### config.mk
export PLATFORM = sky130hd
export DESIGN_NAME = mmio_io_responder
export DESIGN_NICKNAME = d
export VERILOG_FILES = /design/src/rtl/io_map_pkg.sv /design/src/rtl/hex7seg.sv /design/src/rtl/mmio_io_responder.sv
export SDC_FILE = /design/constraint.sdc
export NUM_CORES = 1
export LEC_CHECK = 0
export BUFFER_PORTS_ARGS = -buffer_cell sky130_fd_sc_hd__buf_2
export CAP_MARGIN = 25
export CORE_MARGIN = 2
export CORE_UTILIZATION = 39
export CTS_CLUSTER_DIAMETER = 40
export DETAILED_ROUTE_END_ITERATION = 6
export GPL_TIMING_DRIVEN = 0
export SYNTH_ARGS = -nofsm -noshare
export SYNTH_HDL_FRONTEND = slang
export SYNTH_SLANG_ARGS = --single-unit
### constraint.sdc
create_clock -name clk_i -period 2.02 [get_ports clk_i]
set_input_delay 0.404 -clock clk_i [delete_from_list [all_inputs] [get_ports clk_i]]
set_output_delay 0.404 -clock clk_i [all_outputs]
set_load 0.02 [all_outputs]
### src/rtl/io_map_pkg.sv
// io_map_pkg: shared constants for the memory-mapped I/O responder.
//   - window base default
//   - register byte offsets inside the 4 KiB window
//   - reset values for CMP and the HEX "0" glyph
package io_map_pkg;

  localparam logic [31:0] IO_BASE_DEFAULT = 32'h8000_0000;

  // Byte offsets; decode compares against addr[11:2] with the low bits zeroed.
  localparam logic [11:0] IO_LEDR   = 12'h000;
  localparam logic [11:0] IO_HEX    = 12'h004;
  localparam logic [11:0] IO_SW     = 12'h008;
  localparam logic [11:0] IO_KEY    = 12'h00C;
  localparam logic [11:0] IO_TIMER  = 12'h010;
  localparam logic [11:0] IO_CMP    = 12'h014;
  localparam logic [11:0] IO_STATUS = 12'h018;

  localparam logic [31:0] CMP_RESET      = 32'hFFFF_FFFF;
  localparam logic [6:0]  HEX_GLYPH_ZERO = 7'b1000000;

endpackage

### src/rtl/hex7seg.sv
// hex7seg: combinational 4-bit to seven-segment decoder, active-low.
//   nibble_i [3:0] : value to display (0-F)
//   seg_o    [6:0] : segments {g,f,e,d,c,b,a}, 0 = lit
module hex7seg
  import io_map_pkg::*;
(
  input  logic [3:0] nibble_i,
  output logic [6:0] seg_o
);

  always_comb begin
    seg_o = HEX_GLYPH_ZERO;
    unique case (nibble_i)
      4'h0: seg_o = HEX_GLYPH_ZERO;
      4'h1: seg_o = 7'b1111001;
      4'h2: seg_o = 7'b0100100;
      4'h3: seg_o = 7'b0110000;
      4'h4: seg_o = 7'b0011001;
      4'h5: seg_o = 7'b0010010;
      4'h6: seg_o = 7'b0000010;
      4'h7: seg_o = 7'b1111000;
      4'h8: seg_o = 7'b0000000;
      4'h9: seg_o = 7'b0010000;
      4'hA: seg_o = 7'b0001000;
      4'hB: seg_o = 7'b0000011;
      4'hC: seg_o = 7'b1000110;
      4'hD: seg_o = 7'b0100001;
      4'hE: seg_o = 7'b0000110;
      4'hF: seg_o = 7'b0001110;
      default: seg_o = HEX_GLYPH_ZERO;
    endcase
  end

endmodule

### src/rtl/mmio_io_responder.sv
// mmio_io_responder: decodes one 4 KiB window on the data bus and serves
// word-wide access to LEDs, seven-segment HEX, switches, keys and a
// free-running timer with compare/match interrupt.
//   clk_i, reset_n_i       : system clock, async active-low reset
//   addr_i, we_i, wdata_i  : processor data bus request
//   rdata_o, rdata_valid_o : registered read response (0 when not reading)
//   sel_o                  : combinational window hit
//   sw_i, key_i            : raw board inputs (key active-low)
//   ledr_o, hex0_o..hex5_o : board outputs
//   irq_o                  : sticky MATCH flag
module mmio_io_responder
  import io_map_pkg::*;
#(
  parameter logic [31:0] BASE_ADDR = IO_BASE_DEFAULT
) (
  input  logic        clk_i,
  input  logic        reset_n_i,
  input  logic [31:0] addr_i,
  input  logic        we_i,
  input  logic [31:0] wdata_i,
  output logic [31:0] rdata_o,
  output logic        rdata_valid_o,
  output logic        sel_o,
  input  logic [9:0]  sw_i,
  input  logic [3:0]  key_i,
  output logic [9:0]  ledr_o,
  output logic [6:0]  hex0_o,
  output logic [6:0]  hex1_o,
  output logic [6:0]  hex2_o,
  output logic [6:0]  hex3_o,
  output logic [6:0]  hex4_o,
  output logic [6:0]  hex5_o,
  output logic        irq_o
);

  logic [9:0]  ledr_q,  ledr_d;
  logic [23:0] hex_q,   hex_d;
  logic [31:0] timer_q, timer_d;
  logic [31:0] cmp_q,   cmp_d;
  logic        match_q, match_d;
  logic [9:0]  sw_meta_q,  sw_sync_q;
  logic [3:0]  key_meta_q, key_sync_q;
  logic [31:0] rdata_q, rdata_d;
  logic        rvalid_q, rvalid_d;

  logic [11:0] off_w;
  logic        rd_acc;
  logic        wr_acc;
  logic [31:0] rd_mux;
  logic        unused_addr;

  // Byte lanes are not decoded; accesses are always full words.
  assign unused_addr = ^addr_i[1:0];

  always_comb begin
    off_w  = {addr_i[11:2], 2'b00};
    sel_o  = (addr_i[31:12] == BASE_ADDR[31:12]);
    rd_acc = sel_o & ~we_i;
    wr_acc = sel_o & we_i;
  end

  always_comb begin
    rd_mux = '0;
    case (off_w)
      IO_LEDR:   rd_mux = {22'd0, ledr_q};
      IO_HEX:    rd_mux = {8'd0, hex_q};
      IO_SW:     rd_mux = {22'd0, sw_sync_q};
      IO_KEY:    rd_mux = {28'd0, ~key_sync_q};
      IO_TIMER:  rd_mux = timer_q;
      IO_CMP:    rd_mux = cmp_q;
      IO_STATUS: rd_mux = {31'd0, match_q};
      default:   rd_mux = '0;
    endcase
  end

  always_comb begin
    ledr_d  = ledr_q;
    hex_d   = hex_q;
    cmp_d   = cmp_q;
    timer_d = timer_q + 32'd1;
    if (wr_acc) begin
      case (off_w)
        IO_LEDR:  ledr_d  = wdata_i[9:0];
        IO_HEX:   hex_d   = wdata_i[23:0];
        IO_TIMER: timer_d = wdata_i;
        IO_CMP:   cmp_d   = wdata_i;
        default:  ;
      endcase
    end
    // Equality uses the current (pre-increment) timer and current CMP, and a
    // set in the same cycle as a software clear must win.
    match_d = (timer_q == cmp_q) |
              (match_q & ~(wr_acc && (off_w == IO_STATUS) && wdata_i[0]));
    // Read data is forced to zero outside a read so the top level can OR it
    // with the RAM read path.
    rdata_d  = rd_acc ? rd_mux : '0;
    rvalid_d = rd_acc;
  end

  always_ff @(posedge clk_i or negedge reset_n_i) begin
    if (!reset_n_i) begin
      ledr_q     <= '0;
      hex_q      <= '0;
      timer_q    <= '0;
      cmp_q      <= CMP_RESET;
      match_q    <= 1'b0;
      sw_meta_q  <= '0;
      sw_sync_q  <= '0;
      key_meta_q <= 4'hF;
      key_sync_q <= 4'hF;
      rdata_q    <= '0;
      rvalid_q   <= 1'b0;
    end else begin
      ledr_q     <= ledr_d;
      hex_q      <= hex_d;
      timer_q    <= timer_d;
      cmp_q      <= cmp_d;
      match_q    <= match_d;
      sw_meta_q  <= sw_i;
      sw_sync_q  <= sw_meta_q;
      key_meta_q <= key_i;
      key_sync_q <= key_meta_q;
      rdata_q    <= rdata_d;
      rvalid_q   <= rvalid_d;
    end
  end

  logic [6:0] seg_w [6];

  for (genvar k = 0; k < 6; k++) begin : g_hex
    hex7seg u_hex7seg (
      .nibble_i(hex_q[4*k +: 4]),
      .seg_o   (seg_w[k])
    );
  end

  assign hex0_o        = seg_w[0];
  assign hex1_o        = seg_w[1];
  assign hex2_o        = seg_w[2];
  assign hex3_o        = seg_w[3];
  assign hex4_o        = seg_w[4];
  assign hex5_o        = seg_w[5];
  assign ledr_o        = ledr_q;
  assign irq_o         = match_q;
  assign rdata_o       = rdata_q;
  assign rdata_valid_o = rvalid_q;

endmodule
==> flow_summary.json <==
{
  "ys_ff_latch": 160,
  "setup_viol": 31,
  "crit_path_max_fanout": 5,
  "gp_congestion": 0.827,
  "finClkSkew_ps": 7.09,
  "grt_pass1_wl_mm": 38.3,
  "syn_nets": 894,
  "nets": 1147,
  "multi_input_area_mm2": 0.00487,
  "async_reset_ff_share_pct": 100,
  "drc": 0,
  "hp-class": "input pin to flip-flop",
  "vias": 7033,
  "wirelength_mm": 24.2,
  "grt_setup_unrepaired": "true",
  "timing.fmax_mhz": 436,
  "coreArea_mm2": 0.0217,
  "crit_path_end_kind": "output port",
  "grt_max_degree": 124,
  "worst_pin_slew_ps": 688,
  "crit_chain": "inv_4 -> ha_4 -> inv_2 -> mux4_2 -> buf_6",
  "hold_violations": 0,
  "power_density_mw_per_mm2": 561,
  "clk_pin_slew_worst_paths_ps": 70,
  "drive_above_1_share_pct": 52.3,
  "synthFlopType": "dfrtp_1",
  "worstSetupPathType": "flip-flop to output port",
  "reg2reg_depth": 8,
  "final_cells": 1324,
  "peakVddDrop_uv": 607,
  "synth_area_per_cell_um2": 11.0,
  "pin_count": 168,
  "yosysUniqueCellTypes": 52,
  "timing.rr.end": "timer_q[16]",
  "initial_core_util_pct": 39.5,
  "dp.cells": 1223,
  "nFillCells": 1863,
  "violations": "negative setup slack",
  "post-place-ws_ps": -794,
  "grt_overflow_total": 0,
  "final_common_cell": "buf_2",
  "synth_area_mm2": 0.00856,
  "die_h_um": 152,
  "drt_iter0_markers": 464,
  "cts.sinks": 160,
  "cp-start-kind": "flip-flop",
  "cp.required_ps": 1620,
  "vias_per_cell": 5.31,
  "p_leak_nw": 5.55,
  "maxCapViolations": 0,
  "holdCritStartpoint": "key_i[3]",
  "htreeDepth": 4,
  "cts_root_buffer": "clkbuf_16",
  "cts_buffers": 17,
  "worstPathArrival_ps": 1890,
  "dieArea_mm2": 0.0232,
  "die_x_um": 152,
  "netlist_instances": 776,
  "grt_pass1_vias": 7064,
  "dr.pass1.iters": 5,
  "status": "complete, but fails checks",
  "yosysWarnings": 0,
  "synth_edf_count": 0,
  "portBuffers": 164,
  "grt_antenna_before_repair": 3,
  "cts_tree": "built",
  "path_buf_inv": 3,
  "rows": 54,
  "timing.final.ws_setup_ps": -274,
  "drv_slew": 0,
  "r2r-start": "timer_q[0]",
  "grt_usage_pct": 20.7,
  "cpPeakStageDelay_ps": 470,
  "synth_seq_area_share_pct": 47.3,
  "slew_headroom_pct": 54.1,
  "whs_path_depth": 1,
  "min_period_ps": 2290,
  "cp_top_family": "flip-flops",
  "slowest_stage": "dfrtp_2",
  "fin_crit_sh_pct": 114,
  "setup.reg_to_reg.worst_slack_ps": 150,
  "layout_common_cells": "129 x buf_2, 101 x dfrtp_1, 84 x nor2_1, 73 x mux2_2, 59 x buf_6",
  "clk_latency_ps": 430,
  "whs_endpoint": "key_meta_q[3]",
  "cts_buffer_depth": 2,
  "wl_per_cell_um": 18.3,
  "area_delta_synth_final_pct": 41.0,
  "ant_nets": 0,
  "ff_latch_area_mm2": 0.00408,
  "hpwl_mm": 16.3
}
-- final cells by class --
cell class / instances / area share (%)
Clock buffer: 23 / 3.79
Multi-Input combinational cell: 548 / 40.4
Sequential cell: 160 / 33.8
Timing Repair Buffer: 239 / 14.7
Antenna cell: 2 / 0.0415
Inverter: 24 / 1.10
Buffer: 39 / 2.18
Tap cell: 280 / 2.90
Clock inverter: 9 / 1.12
-- metrics by stage --
stage | instance area (um^2) | power, W | utilization (%) | TNS (ps) | hold WS (ps)
after floorplan | 8680 | 0.00335 | - | -2870 | 108
after global placement | 9850 | 0.00353 | 45.4 | -341380 | 332
after detailed placement | 9900 | 0.00355 | 45.7 | -69020 | 301
after CTS | 11600 | 0.00683 | 53.7 | -4230 | 50.7
after global routing | 12100 | 0.00700 | 55.6 | -6330 | 49.5
final | 12100 | 0.00678 | 55.7 | -4230 | 62.6
-- how the worst max path moves through the flow --
stage | start | to | slack (ps) | cells past startpoint
global route | hex_q[0] | hex0_o[3] | -320 | 5
floorplan | addr_i[7] | timer_q[22] | -60 | 6
finish | hex_q[0] | hex0_o[3] | -270 | 5
CTS | hex_q[0] | hex0_o[3] | -270 | 5
detailed placement | addr_i[7] | rdata_o[29] | -790 | 6
global placement | reset_n_i | rdata_o[18] | -1960 | 1
-- metal layers --
metal  part of all wire (%)  global-route usage (%)  wire length, um  vias up
met3                    5.6                    4.89             1350       42
li1                       -                       -                -     3317
met2                     47                    32.8            11400      228
met1                     45                    28.1            10900     3444
met5                  0.045                       0               11        -
met4                    2.4                    7.08              581        2
-- worst register-to-register path: stages (launching register included) --
cell	delay, ps
dfrtp_2	410
ha_4	140
nand4_1	90
buf_4	180
nor4_4	330
buf_4	210
nand4_1	120
xor2_1	160
a21oi_1	150
-- what timing repair did --
| item | 4_1_cts | 5_1_grt |
|---|---|---|
| endpoints found under the setup margin | 132 | 120 |
| resized for setup | 222 | 87 |
| hold endpoints to repair | 32 | 0 |
| pin swaps | 42 | 39 |
| buffers inserted | 52 | 19 |
| hold buffers | 1 | 0 |
-- flip-flops by register name (all words and copies together), names as in the netlist --
name / cells
sw_sync_q: 10
hex_q: 24
rdata_valid_o: 1
timer_q: 32
sw_meta_q: 10
ledr_o: 10
rdata_o: 32
irq_o: 1
cmp_q: 32
key_sync_q: 4
key_meta_q: 4
-- cells in the mapped netlist, types with 4 or more instances --
cell type | instances | area [um^2]
a22o_1 | 11 | 96.3
nor4_2 | 4 | 50.1
or3b_2 | 5 | 43.8
nor2b_1 | 9 | 56.3
dfstp_2 | 40 | 1050
a222oi_1 | 20 | 200
ha_1 | 37 | 463
o21ai_0 | 15 | 75.1
a32o_1 | 5 | 50.1
nand2_1 | 25 | 93.8
mux2_2 | 73 | 822
buf_1 | 5 | 18.8
nand4_1 | 19 | 119
buf_4 | 5 | 37.5
a22oi_1 | 8 | 60.1
or3_1 | 4 | 25.0
xnor2_1 | 8 | 70.1
a21oi_1 | 54 | 270
nand3_1 | 15 | 75.1
and3_1 | 4 | 25.0
xor2_1 | 54 | 473
and2_1 | 6 | 37.5
mux2i_1 | 23 | 230
mux4_2 | 5 | 113
inv_1 | 24 | 90.1
dfrtp_1 | 120 | 3000
buf_2 | 5 | 25.0
nor2_1 | 90 | 338
nor4_1 | 14 | 87.6
clkbuf_1 | 29 | 109
-- power by group --
group          switching (W)  total (W)  internal, W
Sequential        0.00000723    0.00325      0.00324
Clock                0.00131    0.00329      0.00198
Combinational       0.000155   0.000240    0.0000852
-- cell families (layout without fill, tap and decap cells) --
group / after synthesis / in the layout / synth area share (%)
other: 0 / 2 / 0
adder cells (fa/ha/maj): 37 / 37 / 5.41
AND/OR/NAND/NOR: 216 / 216 / 13.5
multiplexers: 103 / 103 / 13.9
XOR/XNOR: 62 / 62 / 6.34
AO/OA/AOI/OAI: 130 / 130 / 10.3
flip-flops: 160 / 160 / 47.3
buffers and inverters: 68 / 334 / 3.27
(Power assumes the default switching activity.)
